==> src/rtl/argmax_sequencer.sv <==
// rtl/argmax_sequencer.sv - streaming argmax over one frame of signed class scores
//
// Purpose: accepts VALUES signed scores per frame over a valid/ready stream,
// tracks the running maximum and its index, and presents the winning index and
// score as a registered result. The result is held until the consumer accepts it.
// Optional macro ARGMAX_MARGIN_EN adds m_margin, which is max minus second-best.
//
// Ports:
//   clk, rst_n    clock (rising edge) and asynchronous active-low reset
//   clear         synchronous abort: drops the current frame and any pending result
//   s_valid/s_ready/s_data/s_last   score stream in (s_data is signed)
//   m_valid/m_ready                 result handshake
//   m_index, m_score, m_error       winning index, winning score, frame-length error
//   busy          high while a frame is being accumulated
//   m_margin      (ARGMAX_MARGIN_EN only) max minus second-best, unsigned DATA_SIZE+1 bits
module argmax_sequencer #(
  parameter int VALUES    = 3,
  parameter int DATA_SIZE = 8,
  parameter int IDX_W     = (VALUES > 1) ? $clog2(VALUES) : 1
) (
  input  logic                 clk,
  input  logic                 rst_n,
  input  logic                 clear,
  input  logic                 s_valid,
  output logic                 s_ready,
  input  logic [DATA_SIZE-1:0] s_data,
  input  logic                 s_last,
  output logic                 m_valid,
  input  logic                 m_ready,
  output logic [IDX_W-1:0]     m_index,
  output logic [DATA_SIZE-1:0] m_score,
  output logic                 m_error,
  output logic                 busy
`ifdef ARGMAX_MARGIN_EN
  ,
  output logic [DATA_SIZE:0]   m_margin
`endif
);

  localparam int CNT_W = IDX_W + 1;
  localparam logic [CNT_W-1:0] LAST_POS = CNT_W'(VALUES - 1);

  typedef enum logic [1:0] {
    ST_IDLE  = 2'd0,
    ST_ACCUM = 2'd1,
    ST_DONE  = 2'd2
  } state_t;

  state_t                       state_q, state_d;
  logic [CNT_W-1:0]             cnt_q, cnt_d;
  logic signed [DATA_SIZE-1:0]  max_q, max_d;
  logic [IDX_W-1:0]             idx_q, idx_d;
  logic                         err_q, err_d;

`ifdef ARGMAX_MARGIN_EN
  logic signed [DATA_SIZE-1:0]  sec_q, sec_d;
  logic                         has_sec_q, has_sec_d;
  logic [DATA_SIZE:0]           margin_q, margin_d;
`endif

  logic                         accept;
  logic [CNT_W-1:0]             pos;
  logic                         at_end;
  logic                         take;
  logic signed [DATA_SIZE-1:0]  s_score;

  assign s_score = $signed(s_data);

  // Handshake-facing outputs are pure decodes of the state register.
  assign s_ready = (state_q != ST_DONE);
  assign m_valid = (state_q == ST_DONE);
  assign busy    = (state_q == ST_ACCUM);
  assign m_index = idx_q;
  assign m_score = max_q;
  assign m_error = err_q;
`ifdef ARGMAX_MARGIN_EN
  assign m_margin = margin_q;
`endif

  // Position of the beat currently presented; the first beat of a frame is 0.
  assign pos    = (state_q == ST_IDLE) ? '0 : cnt_q;
  assign at_end = (pos == LAST_POS);
  assign accept = s_valid && s_ready;
  // The first beat always seeds the maximum; later beats need a strict win so
  // ties keep the lower index.
  assign take   = (state_q == ST_IDLE) || (s_score > max_q);

  always_comb begin
    state_d = state_q;
    cnt_d   = cnt_q;
    max_d   = max_q;
    idx_d   = idx_q;
    err_d   = err_q;
`ifdef ARGMAX_MARGIN_EN
    sec_d     = sec_q;
    has_sec_d = has_sec_q;
    margin_d  = margin_q;
`endif

    if (clear) begin
      state_d = ST_IDLE;
      cnt_d   = '0;
      err_d   = 1'b0;
`ifdef ARGMAX_MARGIN_EN
      has_sec_d = 1'b0;
`endif
    end else begin
      case (state_q)
        ST_IDLE, ST_ACCUM: begin
          if (accept) begin
            if (take) begin
              max_d = s_score;
              idx_d = IDX_W'(pos);
            end
            cnt_d = pos + CNT_W'(1);
`ifdef ARGMAX_MARGIN_EN
            if (state_q == ST_IDLE) begin
              has_sec_d = 1'b0;
            end else if (take) begin
              // Displaced maximum becomes the runner-up.
              sec_d     = max_q;
              has_sec_d = 1'b1;
            end else if (!has_sec_q || (s_score > sec_q)) begin
              // A tie with max lands here too, which gives a zero margin.
              sec_d     = s_score;
              has_sec_d = 1'b1;
            end
`endif
            if (s_last || at_end) begin
              state_d = ST_DONE;
              // Early last or missing last: the two flags disagree exactly on error.
              err_d   = s_last ^ at_end;
`ifdef ARGMAX_MARGIN_EN
              margin_d = has_sec_d
                       ? ({max_d[DATA_SIZE-1], max_d} - {sec_d[DATA_SIZE-1], sec_d})
                       : '0;
`endif
            end else begin
              state_d = ST_ACCUM;
            end
          end
        end
        ST_DONE: begin
          if (m_ready) begin
            state_d = ST_IDLE;
            cnt_d   = '0;
          end
        end
        default: begin
          state_d = ST_IDLE;
          cnt_d   = '0;
        end
      endcase
    end
  end

  always_ff @(posedge clk or negedge rst_n) begin
    if (!rst_n) begin
      state_q <= ST_IDLE;
      cnt_q   <= '0;
      max_q   <= '0;
      idx_q   <= '0;
      err_q   <= 1'b0;
`ifdef ARGMAX_MARGIN_EN
      sec_q     <= '0;
      has_sec_q <= 1'b0;
      margin_q  <= '0;
`endif
    end else begin
      state_q <= state_d;
      cnt_q   <= cnt_d;
      max_q   <= max_d;
      idx_q   <= idx_d;
      err_q   <= err_d;
`ifdef ARGMAX_MARGIN_EN
      sec_q     <= sec_d;
      has_sec_q <= has_sec_d;
      margin_q  <= margin_d;
`endif
    end
  end

endmodule

==> config.mk <==
export PLATFORM = sky130hd
export DESIGN_NAME = argmax_sequencer
export DESIGN_NICKNAME = d
export VERILOG_FILES = /design/src/rtl/argmax_sequencer.sv
export SDC_FILE = /design/constraint.sdc
export NUM_CORES = 1
export LEC_CHECK = 0
export ABC_AREA = 1
export CORE_UTILIZATION = 41
export CTS_CLUSTER_DIAMETER = 80
export CTS_CLUSTER_SIZE = 12
export DETAILED_ROUTE_END_ITERATION = 6
export GPL_ROUTABILITY_DRIVEN = 0
export PLACE_DENSITY = 0.71
export SYNTH_ARGS = -nofsm -noshare
export SYNTH_HDL_FRONTEND = slang
export SYNTH_SLANG_ARGS = --single-unit
==> constraint.sdc <==
create_clock -name clk -period 3 [get_ports clk]
set_input_delay 0.6 -clock clk [delete_from_list [all_inputs] [get_ports clk]]
set_output_delay 0.6 -clock clk [all_outputs]
set_load 0.01 [all_outputs]
* Word level (Yosys, flattened, before mapping)
Cells that the tools add are included.
Widths: inputs -> output; s select.
** Cells by class
- $add $sub $neg :: 1
- $lt $le $gt $ge :: 1
- Equal/unequal tests :: 6
- Mux-type cells :: 14
- Bitwise operators :: 2
- Reduce and logical (&&, ||, !) cells :: 11
** Operators by type and width (number)
- $mux 3 :: 4
- $gt 8x8->1 :: 1
- $mux 2 :: 4
- $pmux 3 s2 :: 1
- $reduce_bool 2->1 :: 3
- $mux 1 :: 4
- $pmux 2 s2 :: 1
- $reduce_and 4->1 :: 1
- $add 3x1->3 const B :: 1
- $eq 3x2->1 const B :: 1
- $ne 3x2->1 const B :: 1
- $ne 3x3->1 const B :: 1
- $reduce_and 3->1 :: 1
- $eq 2x1->1 const B :: 1
- $eq 2x2->1 const B :: 1
- $logic_not 2->1 :: 1
- $logic_or 1x1->1 :: 2
- $ne 2x2->1 const B :: 1
- $reduce_and 2->1 :: 1
- $reduce_or 2->1 :: 1
- $logic_and 1x1->1 :: 1
- $not 1->1 :: 1
- $xor 1x1->1 :: 1
** Word-level totals
- Register bits :: 16
- Bits of input ports :: 14
- Output and inout bits :: 14

* Longest topological paths before layout
Gate-level depths: netlist of run 1.
- Word-level depth :: 8
- Mapped depth :: 16

* Least setup slack after synthesis of run 1
OpenSTA, ideal clock, no wires.
- Path kind :: input to register
- Start :: input s_data[7]
- End :: register idx_q[1], in the netlist m_index[1]
- Setup time :: 117 ps
- Arrival :: 1735 ps
- Required time :: 2883 ps
- Slack :: 1148 ps
- Stages :: 11
- Cell sequence :: ha_1 > a21o_2 > nor2_1 > nand2_1 > nand2_1 > nand2_1 > nand2_1 > nand2_2 > buf_6 > nand3_1 > nand2_1
** On the way
- Cells in the longest elaborated chain, start to end :: 3
** Ends and longest elaborated chain
- start, declared :: RTL line 26 : input logic [DATA_SIZE-1:0] s_data,
- $gt 8x8->1 :: RTL line 86 : assign take = (state_q == ST_IDLE) || (s_score > max_q);
- $logic_or 1x1->1 :: RTL line 86
- $reduce_and 4->1 (no line)
- end signal, assigned :: RTL line 173 : idx_q <= idx_d;
- end, declared :: RTL line 52 : logic [IDX_W-1:0] idx_q, idx_d;
No other way between the ends.
A chain may end at the register's enable or synchronous reset.

* Worst setup path after layout of run 1
- Start :: input s_data[7]
- End :: register max_q[6], in the netlist m_score[6]
** On the way
- Cells in the longest elaborated chain, start to end :: 3
** Ends and longest elaborated chain
- $gt 8x8->1 :: RTL line 86
- $logic_or 1x1->1 :: RTL line 86
- $reduce_and 4->1 (no line)
- end signal, assigned :: RTL line 172 : max_q <= max_d;
- end, declared :: RTL line 51 : logic signed [DATA_SIZE-1:0] max_q, max_d;
No other way between the ends.

==> results.py, run 1 <==
metrics = {
    "run_status": {
        "status": "complete, no violations",
    },
    "die": {
        "fp.dieH_um": 51.13,
        "coreArea_sq_um": 2233,
        "dieArea_sq_um": 2614,
        "die_w_um": 51.13,
        "io_pins": 28,
        "start_util": 0.4431,
        "rows": 17,
    },
    "clock_tree": {
        "clock_path_buffers": 2,
        "postCtsSetupBuffers": 0,
        "cts_tree": "yes",
        "insertion_delay_ns": 0.27,
        "clockRootBuffer": "clkbuf_4",
        "cts_resized": 0,
        "clkSinkCount": 16,
        "clk_pin_slew_ns": 0.09,
        "ctsHtreeMaxLevel": 1,
        "cts_hold_buf": 0,
        "cts_buffers": 3,
    },
    "power_and_ir_drop": {
        "leakagePower_nw": 0.6867,
        "ir_drop_uv": 312.4,
        "p_per_area_nw_per_um2": 646.8,
    },
    "final_layout": {
        "num_antenna_cells": 0,
        "nets": 188,
        "drive_gt1_frac": 0.04348,
        "syn_to_final_growth_pct": 32.24,
        "nFillCells": 222,
        "seqCellArea_sq_um": 400.4,
        "multiInputGateArea_sq_um": 471.7,
    },
    "synthesis": {
        "synth.distinct_cells": 15,
        "synth_enable_flop_cells": 0,
        "synth_top_area_cell": "dfrtp_1",
        "synth_ff_type": "dfrtp_1",
        "synth_mux_area_frac": 0,
        "synth_cells": 132,
        "synth_xor_area_frac": 0,
        "synth_top_family_by_area": "simple AND/OR/NAND/NOR gates",
        "mappedNetlistNets": 157,
        "synth-async-reset-ratio": 1.000,
        "ys_warn_count": 0,
        "synth_area_leaders": "dfrtp_1 (40%), ha_1 (14%), nand2_1 (13%)",
        "synthAdderAreaFrac": 0.1391,
        "yosys.area_share.simple": 0.2680,
        "ys_seq_elements": 16,
        "syn_avg_cell_area_sq_um": 7.498,
        "synth_area_sq_um": 989.7,
        "yosys-top-cells-count": "nand2_1 (33), inv_1 (27), dfrtp_1 (16), nor2_1 (14), nand3_1 (13)",
        "synth_compound_area_frac": 0.06953,
        "synth.most_common_cell": "nand2_1",
        "synth-seq-area-share": 0.4046,
        "synth_top_area_share": 0.4046,
    },
    "drt": {
        "wl_um": 2137,
        "ant_nets": 0,
        "via_per_inst": 4.942,
        "drt_pass1_iterations": 4,
        "wl_per_cell_um": 11.31,
        "via_count": 934,
        "drt-initial-drc-count": 11,
        "drc": 0,
    },
    "placed_design": {
        "pre_cts_slack_ns": 0.3855,
        "io_buffer_count": 27,
        "hpwlAfterDp_um": 1732,
    },
    "critical_path": {
        "path_depth": 13,
        "crit_path_cell_trace": "clkdlybuf4s50_1, ha_1, nand2_1, nor2_1, nand2_1, nand2_1, nand2_1, nand2_1, nand2_1, nand2_2, nand2_2, nand2_1, nand2_1",
        "start_kind": "input pin",
        "arrival_ns": 2.47,
        "crit_type": "in -> reg",
        "cpMaxStageDelayCell": "clkdlybuf4s50_1",
        "crit_path_frequent_cell": "nand2_1",
        "max_stage_delay_ns": 0.44,
        "rr_worst_depth": 9,
        "cp.required_ns": 3.18,
        "cp_top_family": "simple AND/OR/NAND/NOR gates",
        "worst-path-max-fanout": 11,
        "cp-end-kind": "flip-flop",
        "worst-path-buf-inv": 1,
    },
    "worst_hold_path": {
        "min_path_type": "reg -> reg",
        "hold_depth": 2,
    },
    "timing": {
        "min_period_ns": 2.296,
        "slew_viol_final": 0,
        "max_freq_ghz": 0.4356,
        "final.setup_skew_ns": 0.002824,
        "slew_headroom": 0.5028,
        "totalNegativeSetupSlack_ns": 0,
        "finalHoldViolCount": 0,
        "rsz0062_at_grt": "false",
        "min_period_over_period": 0.7653,
        "setup_viol": 0,
        "setup_slack_ns": 0.7041,
        "worst_pin_slew_ns": 0.7434,
    },
    "flow_run": {
        "cap_violations": 0,
    },
    "global_routing": {
        "grtUsageTotal": 0.1911,
        "grt_start_max_net_pins": 17,
        "grt_pass1_vias": 921,
        "overflow": 0,
        "grt_pass1_wl_um": 3732,
        "antenna_found_initial": 0,
    },
}
-- state kept, by name, indices dropped and copies added, names as in the netlist --
register / cells
m_score: 8
cnt_q: 3
m_index: 2
state_q: 2
m_error: 1
-- where the power goes --
group | leakage [nW] | total [W] | switching, W | internal (W)
registers | 0.208 | 0.000316 | 0.0000450 | 0.000271
logic | 0.465 | 0.000420 | 0.000214 | 0.000207
clock network | 0.0138 | 0.000110 | 0.0000637 | 0.0000464
-- final timing paths --
check | from | endpoint | slack [ns]
setup reg to reg | state_q[1] | m_error | 1.05
hold / removal | m_index[1] | m_index[1] | 0.48
setup / recovery | s_data[7] | m_score[6] | 0.70
hold reg to reg | m_index[1] | m_index[1] | 0.48
max in group asynchronous | rst_n | m_score[3] | 1.78
min in group asynchronous | rst_n | cnt_q[1] | 0.75
-- layer usage --
layer	vias up	share of wire	track usage
li1	473	-	-
met5	-	0	0
met4	0	0.0061	0.06481
met3	2	0.044	0.02976
met2	22	0.50	0.3531
met1	437	0.45	0.2208
-- cells by family after synthesis --
logic type	after synthesis
AND/OR/NAND/NOR	64
buffers and inverters	29
flip-flops	16
AO/OA/AOI/OAI	12
adder cells (fa/ha/maj)	11
-- layout make-up --
class	count	share of cell area
flip-flops and latches	16	0.3059
inverters	27	0.07744
clock buffers	3	0.01721
repair buffers	28	0.2122
well taps	28	0.02677
multi-input cells	87	0.3604
-- worst min-delay path: stages, from the launching register on --
cell and delay, ns:
dfrtp_1 0.35, nand2_1 0.05, nand2_1 0.05
-- cells in the final DEF (no fill, tap or decap) --
cell | Yosys | final
nand4_1 | 1 | 1
nand2_2 | 2 | 2
buf_4 | 0 | 1
dfrtp_1 | 16 | 16
nand2_1 | 33 | 33
nor2_1 | 14 | 14
inv_1 | 27 | 27
a21oi_1 | 5 | 5
o22ai_1 | 4 | 4
ha_1 | 11 | 11
nor3_1 | 1 | 1
nand3_1 | 13 | 13
clkdlybuf4s50_1 | 0 | 27
clkbuf_4 | 0 | 3
a21o_2 | 1 | 1
o21ai_0 | 2 | 2
-- per-stage QoR --
| stage | hold slack [ns] | instances | total power (W) | instance area (sq um) | utilization |
|---|---|---|---|---|---|
| global route | 0.5239 | 189 | 0.0009223 | 1309 | 0.5860 |
| finish | 0.4809 | 189 | 0.0008465 | 1309 | 0.5860 |
| floorplan | 0.3044 | 132 | 0.0005638 | 989.7 | - |
| detailed placement | 0.4668 | 186 | 0.0007441 | 1286 | 0.5759 |
| CTS | 0.4878 | 189 | 0.0008539 | 1309 | 0.5860 |
| global placement | 0.4638 | 186 | 0.0007241 | 1286 | 0.5759 |
No activity file was read; power rests on OpenSTA's default activity.
==> run 2: changes to the inputs <==
--- a/config.mk
+++ b/config.mk
@@ -11,7 +11,7 @@
 export CTS_CLUSTER_SIZE = 12
 export DETAILED_ROUTE_END_ITERATION = 6
 export GPL_ROUTABILITY_DRIVEN = 0
-export PLACE_DENSITY = 0.71
+export PLACE_DENSITY = 0.74
 export SYNTH_ARGS = -nofsm -noshare
 export SYNTH_HDL_FRONTEND = slang
 export SYNTH_SLANG_ARGS = --single-unit
==> constraint.sdc (replaced) <==
create_clock -name clk -period 1.85 [get_ports clk]
set_input_delay 0.37 -clock clk [delete_from_list [all_inputs] [get_ports clk]]
set_output_delay 0.37 -clock clk [all_outputs]
set_load 0.01 [all_outputs]
==> results.py, run 2 (synthesis results as in run 1) <==
metrics = {
    "final_layout": {
        "drive_gt1_frac": 0.2486,
        "nFillCells": 176,
        "fin_area_sq_um": 1585,
        "mostFrequentLayoutCells": "inv_1 (26), nand2_1 (26), clkdlybuf4s50_1 (16)",
        "largest_reg_flops": 8,
        "nets": 203,
        "num_antenna_cells": 0,
        "syn_to_final_growth_pct": 60.18,
    },
    "critical_path": {
        "reg2reg_from": "m_score[3]",
        "cp_top_family": "simple AND/OR/NAND/NOR gates",
        "max_stage_delay_ns": 0.41,
        "crit_type": "reg -> reg",
        "rr_worst_depth": 15,
        "timing.rr.end": "m_score[1]",
        "cp.required_ns": 2.04,
        "start_kind": "flip-flop",
        "arrival_ns": 1.96,
        "worst-path-max-fanout": 4,
        "worst-path-buf-inv": 3,
        "cpMaxStageDelayCell": "dfrtp_1",
        "crit_path_frequent_cell": "nand2_1",
        "r2r_slack_ns": 0.08,
        "crit_path_cell_trace": "inv_1, ha_4, nand2_1, inv_1, nand2_1, nand2_1, nand2_2, nand2_1, nand2_1, nand2_1, nand2_2, nand2_4, buf_6, nand3_1, nand2_1",
        "cp-end-kind": "flip-flop",
    },
    "global_routing": {
        "overflow": 0,
        "grt_pass1_wl_um": 3905,
        "grt_pass1_vias": 958,
        "antenna_found_initial": 0,
        "grtUsageTotal": 0.1975,
        "grt_start_max_net_pins": 17,
    },
    "clock_tree": {
        "ctsHtreeMaxLevel": 1,
        "insertion_delay_ns": 0.29,
        "cts_tree": "yes",
        "clockRootBuffer": "clkbuf_4",
        "cts_buffers": 3,
        "clk_pin_slew_ns": 0.10,
        "clock_path_buffers": 2,
        "clkSinkCount": 16,
    },
    "placed_design": {
        "io_buffer_count": 27,
        "place_area_sq_um": 1376,
        "hpwlAfterDp_um": 1754,
    },
    "worst_hold_path": {
        "min_path_type": "in -> reg",
        "min_from": "s_data[2]",
        "hold_end": "m_score[2]",
        "hold_depth": 3,
    },
    "drt": {
        "wl_per_cell_um": 12.29,
        "ant_nets": 0,
        "drc": 0,
        "via_count": 1009,
        "via_per_inst": 4.922,
        "wl_um": 2519,
        "drt_pass1_iterations": 4,
        "drt-initial-drc-count": 5,
    },
    "die": {
        "start_util": 0.4431,
        "coreArea_sq_um": 2233,
        "io_pins": 28,
        "rows": 17,
        "fp.dieH_um": 51.13,
        "dieArea_sq_um": 2614,
        "die_w_um": 51.13,
    },
    "power_and_ir_drop": {
        "leakagePower_nw": 0.8631,
        "ir_drop_uv": 757.2,
        "power_w": 0.001737,
        "p_per_area_nw_per_um2": 1096,
    },
    "timing": {
        "finalHoldViolCount": 0,
        "min_period_over_period": 0.9569,
        "worst_pin_slew_ns": 0.4054,
        "whs_ns": 0.3695,
        "slew_viol_final": 0,
        "setup_viol": 0,
        "max_freq_ghz": 0.5649,
        "final.setup_skew_ns": 0.001193,
        "min_period_ns": 1.770,
        "slew_headroom": 0.7294,
    },
    "run_status": {
        "status": "complete, no violations",
    },
    "flow_run": {
        "cap_violations": 0,
    },
}
==> run 2: final cells by class <==
| type | instances | area, sq um | share of cell area |
|---|---|---|---|
| multi-input combinational | 88 | 604.3 | 0.3812 |
| timing repair buffer | 42 | 406.6 | 0.2565 |
| sequential | 16 | 401.6 | 0.2534 |
| inverter | 27 | 101.3 | 0.06393 |
| clock buffer | 4 | 36.28 | 0.02289 |
| tap | 28 | 35.03 | 0.02210 |
==> run 2: power by group <==
group	internal (W)	switching, W	total [W]
clock network	0.000120	0.000127	0.000247
logic	0.000499	0.000477	0.000976
registers	0.000440	0.0000743	0.000514
total	0.00106	0.000678	0.00174
==> run 2: worst max-delay path by stage <==
stage	from	end	slack (ns)	cells after the start
after floorplan	m_score[7]	m_index[1]	0.17	12
after global placement	s_data[7]	m_score[5]	-0.29	11
after detailed placement	s_data[7]	m_score[1]	-0.32	11
after CTS	s_data[7]	m_index[0]	0.003	12
after global routing	m_score[1]	m_score[1]	-0.06	15
final	m_score[3]	m_score[1]	0.08	15
==> run 2: stage by stage <==
stage | instances | setup slack, ns | TNS [ns] | util
2_1_floorplan | 132 | 0.1682 | 0 | -
3_3_place_gp | 198 | -0.2861 | -2.774 | 0.6162
3_5_place_dp | 198 | -0.3162 | -3.064 | 0.6162
4_1_cts | 202 | 0.002875 | 0 | 0.6353
5_1_grt | 205 | -0.06206 | -0.4808 | 0.7098
6_report | 205 | 0.07968 | 0 | 0.7098
==> run 2: per-layer routing <==
layer / part of all wire / track usage / up-vias
met5: 0 / 0 / -
met3: 0.050 / 0.05357 / 2
li1: - / - / 502
met4: 0.010 / 0.02778 / 0
met2: 0.52 / 0.3684 / 26
met1: 0.42 / 0.2259 / 479
==> run 2: what timing repair did <==
item                       in CTS  in global routing
setup endpoints to repair      14                 11
hold buffers                    0                  0
pin swaps                       1                 11
hold endpoints to repair        0                  0
buffers inserted                0                  2
resized for setup               6                 34
gates cloned                    0                  1
==> run 2: worst register-to-register path, delay by kind of cell (launching register included) <==
kind	cells	cell delay, ns
fa+ha+maj	1	0.21
flops	1	0.41
buf+inv	3	0.29
simple gates	11	0.77
==> run 3: changes to the inputs <==
--- a/config.mk
+++ b/config.mk
@@ -7,11 +7,10 @@
 export LEC_CHECK = 0
 export ABC_AREA = 1
 export CORE_UTILIZATION = 41
-export CTS_CLUSTER_DIAMETER = 80
 export CTS_CLUSTER_SIZE = 12
 export DETAILED_ROUTE_END_ITERATION = 6
 export GPL_ROUTABILITY_DRIVEN = 0
-export PLACE_DENSITY = 0.74
+export PLACE_DENSITY = 0.71
 export SYNTH_ARGS = -nofsm -noshare
 export SYNTH_HDL_FRONTEND = slang
 export SYNTH_SLANG_ARGS = --single-unit
==> constraint.sdc (replaced) <==
create_clock -name clk -period 2 [get_ports clk]
set_input_delay 0.4 -clock clk [delete_from_list [all_inputs] [get_ports clk]]
set_output_delay 0.4 -clock clk [all_outputs]
set_load 0.01 [all_outputs]
==> results.py, run 3 (synthesis results as in run 1) <==
metrics = {
    "power_and_ir_drop": {
        "ir_drop_uv": 491.1,
        "p_seq_frac": 0.335,
        "power_switching_w": 0.0005269,
        "leakagePower_nw": 0.7618,
        "p_sw_frac": 0.3730,
        "clkPwrFrac": 0.115,
        "comb_power_share": 0.550,
        "p_per_area_nw_per_um2": 966.4,
        "p_int_w": 0.0008855,
        "power_w": 0.001412,
    },
    "drt": {
        "wl_per_cell_um": 11.01,
        "via_count": 966,
        "drc": 0,
        "via_per_inst": 4.735,
        "ant_nets": 0,
        "drt_pass1_iterations": 4,
        "wl_um": 2247,
        "drt-initial-drc-count": 20,
    },
    "die": {
        "die_w_um": 51.13,
        "io_pins": 28,
        "rows": 17,
        "dieArea_sq_um": 2614,
        "start_util": 0.4431,
        "coreArea_sq_um": 2233,
        "fp.dieH_um": 51.13,
    },
    "timing": {
        "max_freq_ghz": 0.5261,
        "min_period_ns": 1.901,
        "setup_viol": 0,
        "rsz0062_at_grt": "false",
        "final.setup_skew_ns": 0.002383,
        "worst_pin_slew_ns": 0.4591,
        "totalNegativeSetupSlack_ns": 0,
        "slew_viol_final": 0,
        "slew_headroom": 0.6939,
        "min_period_over_period": 0.9503,
        "finalHoldViolCount": 0,
    },
    "critical_path": {
        "worst-path-max-fanout": 4,
        "cp-end-kind": "flip-flop",
        "crit_type": "in -> reg",
        "cp.required_ns": 2.17,
        "arrival_ns": 2.07,
        "start_kind": "input pin",
    },
    "clock_tree": {
        "clock_path_buffers": 2,
        "cts_buffers": 3,
        "cts_tree": "yes",
        "ctsHtreeMaxLevel": 1,
        "insertion_delay_ns": 0.27,
        "postCtsSetupBuffers": 0,
        "cts_resized": 0,
        "clockRootBuffer": "clkbuf_4",
        "clk_pin_slew_ns": 0.09,
        "cts_hold_buf": 0,
        "clkSinkCount": 16,
    },
    "final_layout": {
        "mostFrequentLayoutCells": "nand2_1 (33), inv_1 (27), clkdlybuf4s50_1 (27)",
        "largest_reg_flops": 8,
        "syn_to_final_growth_pct": 47.66,
        "num_antenna_cells": 0,
        "post-route-util": 0.6543,
        "fin_area_sq_um": 1461,
        "nets": 203,
        "mostFrequentLayoutCell": "nand2_1",
        "drive_gt1_frac": 0.1591,
        "final_cell_count_no_fill": 204,
        "nFillCells": 191,
    },
    "global_routing": {
        "antenna_found_initial": 0,
        "grtUsageTotal": 0.1881,
        "overflow": 0,
        "grt_pass1_vias": 941,
        "grt_start_max_net_pins": 17,
        "grt_pass1_wl_um": 3719,
    },
    "placed_design": {
        "io_buffer_count": 27,
        "place_area_sq_um": 1399,
        "hpwlAfterDp_um": 1775,
        "dp_cells": 201,
    },
    "run_status": {
        "status": "complete, no violations",
    },
    "flow_run": {
        "cap_violations": 0,
    },
    "worst_hold_path": {
        "min_path_type": "in -> async",
    },
}
[run 3: cell count changes in the layout (fill, tap and decap cells not counted), sizes merged]
| cell | previous run | this run |
|---|---|---|
| dlymetal6s2s | 8 | 0 |
| clkdlybuf4s50 | 16 | 27 |
| nand2 | 36 | 35 |
| clkbuf | 4 | 3 |
| buf | 15 | 16 |
| dlygate4sd2 | 3 | 0 |
[run 3: power groups by stage]
stage          Combinational [W]  Clock, W  Sequential, W
6_report                0.000777  0.000162       0.000473
5_1_grt                 0.000868  0.000187       0.000483
4_1_cts                 0.000736  0.000173       0.000471
3_5_place_dp            0.000732         0       0.000478
3_3_place_gp            0.000708         0       0.000474
2_1_floorplan           0.000340         0       0.000505
[run 3: path summary, 6_finish.rpt]
| check | start | to | slack, ns | cells after the start |
|---|---|---|---|---|
| worst max-delay path | s_data[7] | m_score[7] | 0.1 | 12 |
| worst max register to register | state_q[1] | m_error | 0.19 | 9 |
| worst min register to register | m_index[0] | m_index[0] | 0.49 | 2 |
| worst min-delay path | rst_n | cnt_q[1] | 0.44 | 2 |
| max in group asynchronous | rst_n | state_q[0] | 1.38 | 2 |
| min in group clk | m_index[0] | m_index[0] | 0.49 | 2 |
[run 3: cell type report]
| type | instances | area (sq um) | area share |
|---|---|---|---|
| Sequential cell | 16 | 400.4 | 0.2740 |
| Tap cell | 28 | 35.03 | 0.02397 |
| Timing Repair Buffer | 43 | 390.4 | 0.2671 |
| Multi-Input combinational cell | 87 | 511.7 | 0.3502 |
| Inverter | 27 | 101.3 | 0.06935 |
| Clock buffer | 3 | 22.52 | 0.01541 |
[run 3: stage by stage]
step / setup slack [ns] / hold WS [ns]
2_1_floorplan: 0.3182 / 0.1044
3_3_place_gp: -0.1840 / 0.4608
3_5_place_dp: -0.2570 / 0.4715
4_1_cts: 0.03832 / 0.4338
5_1_grt: 0.001080 / 0.4647
6_report: 0.09938 / 0.4353
[run 3: worst max-delay path, stage by stage]
cell             delay, ns
clkdlybuf4s50_1       0.52
ha_4                  0.22
a21o_2                0.22
nor2_2                0.13
nand2_1               0.06
nand2_1               0.05
nand2_1               0.04
nand2_1               0.06
nand2_2               0.08
buf_4                 0.16
nand3_1               0.07
nand2_1               0.06
[run 3: routing by layer]
metal,vias up,routed length [um],GRT usage
met5,-,0,0
met4,0,0,0.04167
met3,0,88,0.02679
met2,24,1194,0.3531
met1,440,963,0.2231
li1,502,-,-
